==> config.mk <==
export PLATFORM = sky130hd
export DESIGN_NAME = div_seq_32
export DESIGN_NICKNAME = d
export VERILOG_FILES = /design/src/rtl/div_seq_32_pkg.sv /design/src/rtl/div_seq_32_adder.sv /design/src/rtl/div_seq_32.sv
export SDC_FILE = /design/constraint.sdc
export NUM_CORES = 1
export LEC_CHECK = 0
export BUFFER_PORTS_ARGS = -buffer_cell sky130_fd_sc_hd__buf_2
export CAP_MARGIN = 30
export CORE_MARGIN = 3
export CORE_UTILIZATION = 40
export CTS_CLUSTER_DIAMETER = 50
export DETAILED_ROUTE_END_ITERATION = 6
export PLACE_DENSITY = 0.68
export SLEW_MARGIN = 5
export SYNTH_ARGS = -nofsm -noshare
export SYNTH_HDL_FRONTEND = slang
export SYNTH_HIERARCHICAL = 1
export SYNTH_SLANG_ARGS = --single-unit
==> constraint.sdc <==
create_clock -name clk -period 10.6 [get_ports clk]
set_input_delay 1.06 -clock clk [delete_from_list [all_inputs] [get_ports clk]]
set_output_delay 1.06 -clock clk [all_outputs]
set_load 0.05 [all_outputs]
==> src/rtl/div_seq_32_pkg.sv <==
// rtl/div_seq_32_pkg.sv - shared state encodings and constants for the sequential divider
package div_seq_32_pkg;

    localparam int          WIDTH             = 32;
    localparam int          DIV_STEPS         = 32;
    localparam logic [31:0] DIV0_QUOTIENT_DEF = 32'hFFFF_FFFF;

    typedef enum logic [1:0] {
        DIV_IDLE = 2'd0,
        DIV_RUN  = 2'd1,
        DIV_FIX  = 2'd2,
        DIV_DONE = 2'd3
    } div_state_t;

    // Two's-complement negation, kept apart from the shared subtractor
    function automatic logic [31:0] neg32(input logic [31:0] x);
        return ~x + 32'd1;
    endfunction

endpackage

==> src/rtl/div_seq_32_adder.sv <==
// rtl/div_seq_32_adder.sv - 32-bit adder with carry in/out, used by the divider as a subtractor
module div_seq_32_adder (
    input  logic [31:0] a,
    input  logic [31:0] b,
    input  logic        carry_in,
    output logic [31:0] sum,
    output logic        carry_out
);

    assign {carry_out, sum} = {1'b0, a} + {1'b0, b} + {32'd0, carry_in};

endmodule

==> src/rtl/div_seq_32.sv <==
// rtl/div_seq_32.sv - sequential 32-bit restoring divider; signed mode built with DIV_SIGNED_EN
module div_seq_32
    import div_seq_32_pkg::*;
#(
    parameter logic [WIDTH-1:0] DIV0_QUOTIENT = DIV0_QUOTIENT_DEF
) (
    input  logic             clk,
    input  logic             rst,
    input  logic             start,
    input  logic [WIDTH-1:0] dividend,
    input  logic [WIDTH-1:0] divisor,
`ifdef DIV_SIGNED_EN
    input  logic             signed_op,
`endif
    output logic             busy,
    output logic             done,
    output logic [WIDTH-1:0] quotient,
    output logic [WIDTH-1:0] remainder,
    output logic             div_by_zero
);

    div_state_t       state;
    div_state_t       state_nxt;
    logic [WIDTH-1:0] q_reg;
    logic [WIDTH-1:0] d_reg;
    logic [WIDTH-1:0] r_reg;
    logic [4:0]       cnt;
    logic [WIDTH-1:0] step_s;
    logic [WIDTH-1:0] diff;
    logic             carry;
    logic             ge;
    logic             div_zero;
    logic             accept;
    logic [WIDTH-1:0] a_abs;
    logic [WIDTH-1:0] b_abs;
    logic [WIDTH-1:0] q_fix;
    logic [WIDTH-1:0] r_fix;

    assign div_zero = (divisor == '0);
    assign accept   = (state == DIV_IDLE) && start;

    // Partial remainder shifted left by one with the next dividend bit brought in
    assign step_s = {r_reg[WIDTH-2:0], q_reg[WIDTH-1]};

    div_seq_32_adder u_sub (
        .a         (step_s),
        .b         (~d_reg),
        .carry_in  (1'b1),
        .sum       (diff),
        .carry_out (carry)
    );

    // r_reg[31] is the bit shifted out of step_s: when set, the true 33-bit
    // value exceeds any divisor, so the subtraction always succeeds
    assign ge = r_reg[WIDTH-1] | carry;

`ifdef DIV_SIGNED_EN
    logic a_neg;
    logic b_neg;
    logic sq;
    logic sr;

    assign a_neg = signed_op & dividend[WIDTH-1];
    assign b_neg = signed_op & divisor[WIDTH-1];
    assign a_abs = a_neg ? neg32(dividend) : dividend;
    assign b_abs = b_neg ? neg32(divisor) : divisor;

    // Result sign flags captured with the operands
    always_ff @(posedge clk) begin
        if (rst) begin
            sq <= 1'b0;
            sr <= 1'b0;
        end else if (accept) begin
            sq <= a_neg ^ b_neg;
            sr <= a_neg;
        end
    end

    assign q_fix = sq ? neg32(q_reg) : q_reg;
    assign r_fix = sr ? neg32(r_reg) : r_reg;
`else
    assign a_abs = dividend;
    assign b_abs = divisor;
    assign q_fix = q_reg;
    assign r_fix = r_reg;
`endif

    // State register
    always_ff @(posedge clk) begin
        if (rst) begin
            state <= DIV_IDLE;
        end else begin
            state <= state_nxt;
        end
    end

    // Next-state logic
    always_comb begin
        state_nxt = state;
        case (state)
            DIV_IDLE: if (start) state_nxt = div_zero ? DIV_DONE : DIV_RUN;
            DIV_RUN:  if (cnt == 5'd0) state_nxt = DIV_FIX;
            DIV_FIX:  state_nxt = DIV_DONE;
            DIV_DONE: state_nxt = DIV_IDLE;
            default:  state_nxt = DIV_IDLE;
        endcase
    end

    // Status outputs decoded from the registered state only
    always_comb begin
        busy = (state != DIV_IDLE);
        done = (state == DIV_DONE);
    end

    // Datapath: operand capture, one restoring step per RUN cycle, result write-back
    always_ff @(posedge clk) begin
        if (rst) begin
            q_reg       <= '0;
            d_reg       <= '0;
            r_reg       <= '0;
            cnt         <= 5'd0;
            quotient    <= '0;
            remainder   <= '0;
            div_by_zero <= 1'b0;
        end else begin
            case (state)
                DIV_IDLE: begin
                    if (start) begin
                        q_reg       <= a_abs;
                        d_reg       <= b_abs;
                        r_reg       <= '0;
                        cnt         <= 5'(DIV_STEPS - 1);
                        div_by_zero <= 1'b0;
                        if (div_zero) begin
                            quotient    <= DIV0_QUOTIENT;
                            remainder   <= dividend;
                            div_by_zero <= 1'b1;
                        end
                    end
                end
                DIV_RUN: begin
                    if (ge) begin
                        r_reg <= diff;
                        q_reg <= {q_reg[WIDTH-2:0], 1'b1};
                    end else begin
                        r_reg <= step_s;
                        q_reg <= {q_reg[WIDTH-2:0], 1'b0};
                    end
                    cnt <= cnt - 5'd1;
                end
                DIV_FIX: begin
                    quotient  <= q_fix;
                    remainder <= r_fix;
                end
                default: ;
            endcase
        end
    end

endmodule

==> results.cfg <==
[run_status]
status = finished, final reports clean

[worst_setup_path]
cpPeakStageDelay_ns = 0.47
startpoint_type = flop
cp.required_ns = 10.96
worst-r2r-cell-count = 15
worstPathArrival_ns = 4.37
crit_type = reg -> reg
rrSetupSlack_ns = 6.59
cp_max_fo = 23
crit_path_end = r_fix[9]$_SDFFE_PP0P_
worstSetupStartpoint = q_fix[31]$_SDFFE_PP0P_
path_cells = fa_1, fa_1, a211oi_1, o21bai_2, o2111ai_2, a211oi_2, nor2_1, o41ai_2, a221o_1, nor2_2, buf_4, nand2_1, a21oi_1, a21oi_1, nor2_1
worstSetupEndpointType = flop
slowest_stage = fa_1
r2r-start = q_fix[31]$_SDFFE_PP0P_
regToRegEndpoint = r_fix[9]$_SDFFE_PP0P_

[grt]
grt_pass1_wl_microns = 40000
overflow = 0
antenna_found_initial = 0
grt_pass1_vias = 7814
grt_start_max_net_pins = 86
track_usage = 0.199

[finish]
finalNetCount = 1312
final_common_cell = dfxtp_1
fillCellCount = 2208
fin_cells = 1499
finish.instance_area_sq_mm = 0.0104
final_cell_mix = 168 x dfxtp_1, 155 x nand2_1, 132 x buf_2
n_antenna_cell = 0
layout-drive-gt1-share = 0.163
areaGrowthSynthToFinish_pct = 15.9

[yosys]
ys_seq_elements = 168
ys_types = 60
synth_cells = 1123
async_flop_share = 0
synth.net_count = 1229
synth_area_sq_mm = 0.00896
ys.flop_type = dfxtp_1
ys_seq_area_frac = 0.375
ys_warn_count = 6
avgSynthCellArea_sq_um = 7.98
synth_edf_count = 0

[route]
avgViaCountPerCell = 5.64
drt_wl_total_microns = 24800
vias = 8453
drtPass1Iterations = 5
drtIter0Drc = 447
wire_per_inst_microns = 16.6
final_antenna_net_count = 0
drc_errors = 0

[placement]
hpwl_microns = 18000
dp_cells = 1467
placed_cell_area_sq_mm = 0.00978
place_congestion = 0.922
numPortBuffers = 133

[clock_tree]
cts_root_buffer = clkbuf_16
cts.sinks = 168
ctsLongestPathBuffers = 2
cts_tree = done
path_clk_slew_ns = 0.07
ctsResizeCount = 0
htree_levels = 4
cts_buffers = 17
clk_latency_ns = 0.43
cts_hold_buf = 0
cts_setup_buffers = 0

[die]
die_h_microns = 156
rows = 54
die-area_sq_mm = 0.0242
io-pin-count = 134
core_area_sq_mm = 0.0219
die_w_microns = 156
start_util = 0.409

[power]
leakage_nw = 4.28
vdd_drop_max_mv = 0.287
p_total_mw = 4.02
power_density_mw_per_mm2 = 387

[sta]
slew_headroom = 0.350
final_max_slew_viol_count = 0
grt_setup_unrepaired = false
finalSetupTns_ns = 0
hold_viol_final = 0
worstMarginPinSlew_ns = 0.973
period_minus_slack_ns = 4.01
skew_ns = 0.00953
finalCritPeriodShare = 0.379
setup-violations-final = 0
max_freq_mhz = 249

[worst_hold_path]
hold_path_depth = 2
hp-class = reg -> reg

[flow_run]
drv_cap = 0
## logic make-up (layout without fill, tap and decap cells)
| kind of cell | after synthesis | count (layout) | share of synthesized area |
|---|---|---|---|
| adders and majority gates | 39 | 39 | 0.0562 |
| buffers and inverters | 123 | 219 | 0.0580 |
| AOI/OAI and AO/OA | 369 | 369 | 0.274 |
| and+or+nand+nor | 392 | 392 | 0.206 |
| muxes | 2 | 2 | 0.00224 |
| DFF | 168 | 168 | 0.375 |
| other | 1 | 1 | 0.000419 |
| xor gates and xnor gates | 29 | 29 | 0.0284 |
## worst max-delay path: cells and delay by family (launching register included)
| family | cells | cell delay, ns |
|---|---|---|
| AO/OA/AOI/OAI | 8 | 1.56 |
| adder cells (fa/ha/maj) | 2 | 0.91 |
| buffers and inverters | 1 | 0.34 |
| flip-flops | 1 | 0.37 |
| AND/OR/NAND/NOR | 4 | 0.76 |
## power by group
group,internal [mW],switching (mW)
clock,0.357,0.279
combinational,0.936,1.51
sequential,0.780,0.162
## per-layer routing
layer  global-route usage  share of wire
met1                0.276           0.47
met5                    0              0
met4               0.0563          0.017
met2                0.320           0.46
met3               0.0344          0.056
## stage by stage
step	util	setup slack, ns	hold slack [ns]
after detailed placement	0.447	6.70	0.448
after floorplan	-	7.04	0.436
final	0.474	6.59	0.455
after global placement	0.445	6.77	0.444
after CTS	0.474	6.63	0.458
after global routing	0.474	6.29	0.476
## synthesized netlist by cell type, types with 22 or more instances
cell,count,share of area
dfxtp_1,168,0.38
a21oi_1,130,0.073
inv_1,42,0.018
nor2b_1,34,0.024
nand2_1,156,0.065
clkbuf_1,51,0.021
o22ai_1,63,0.044
nor3_1,34,0.019
nor2_1,88,0.037
buf_2,22,0.012
ha_1,37,0.052
a221o_1,33,0.037
a211oi_1,72,0.060
and2_0,30,0.021
## worst min-delay path by stage
| stage | from | end | slack, ns |
|---|---|---|---|
| detailed placement | d_reg[29]$_SDFFE_PP0P_ | d_reg[29]$_SDFFE_PP0P_ | 0.45 |
| global placement | div_by_zero$_SDFFE_PP0P_ | div_by_zero$_SDFFE_PP0P_ | 0.44 |
| global route | d_reg[6]$_SDFFE_PP0P_ | d_reg[6]$_SDFFE_PP0P_ | 0.48 |
| CTS | d_reg[29]$_SDFFE_PP0P_ | d_reg[29]$_SDFFE_PP0P_ | 0.46 |
| floorplan | d_reg[0]$_SDFFE_PP0P_ | d_reg[0]$_SDFFE_PP0P_ | 0.44 |
| finish | d_reg[11]$_SDFFE_PP0P_ | d_reg[11]$_SDFFE_PP0P_ | 0.45 |
## cell type report
class                           count  area [sq um]  share of cell area
Timing Repair Buffer              145           786              0.0757
Sequential cell                   168          3360               0.324
Inverter                           42           158              0.0152
Clock buffer                       17           425              0.0410
Clock inverter                     15           180              0.0173
Tap cell                          280           350              0.0337
Multi-Input combinational cell    832          5120               0.493
Note: power is estimated with default switching activity, not from simulation.
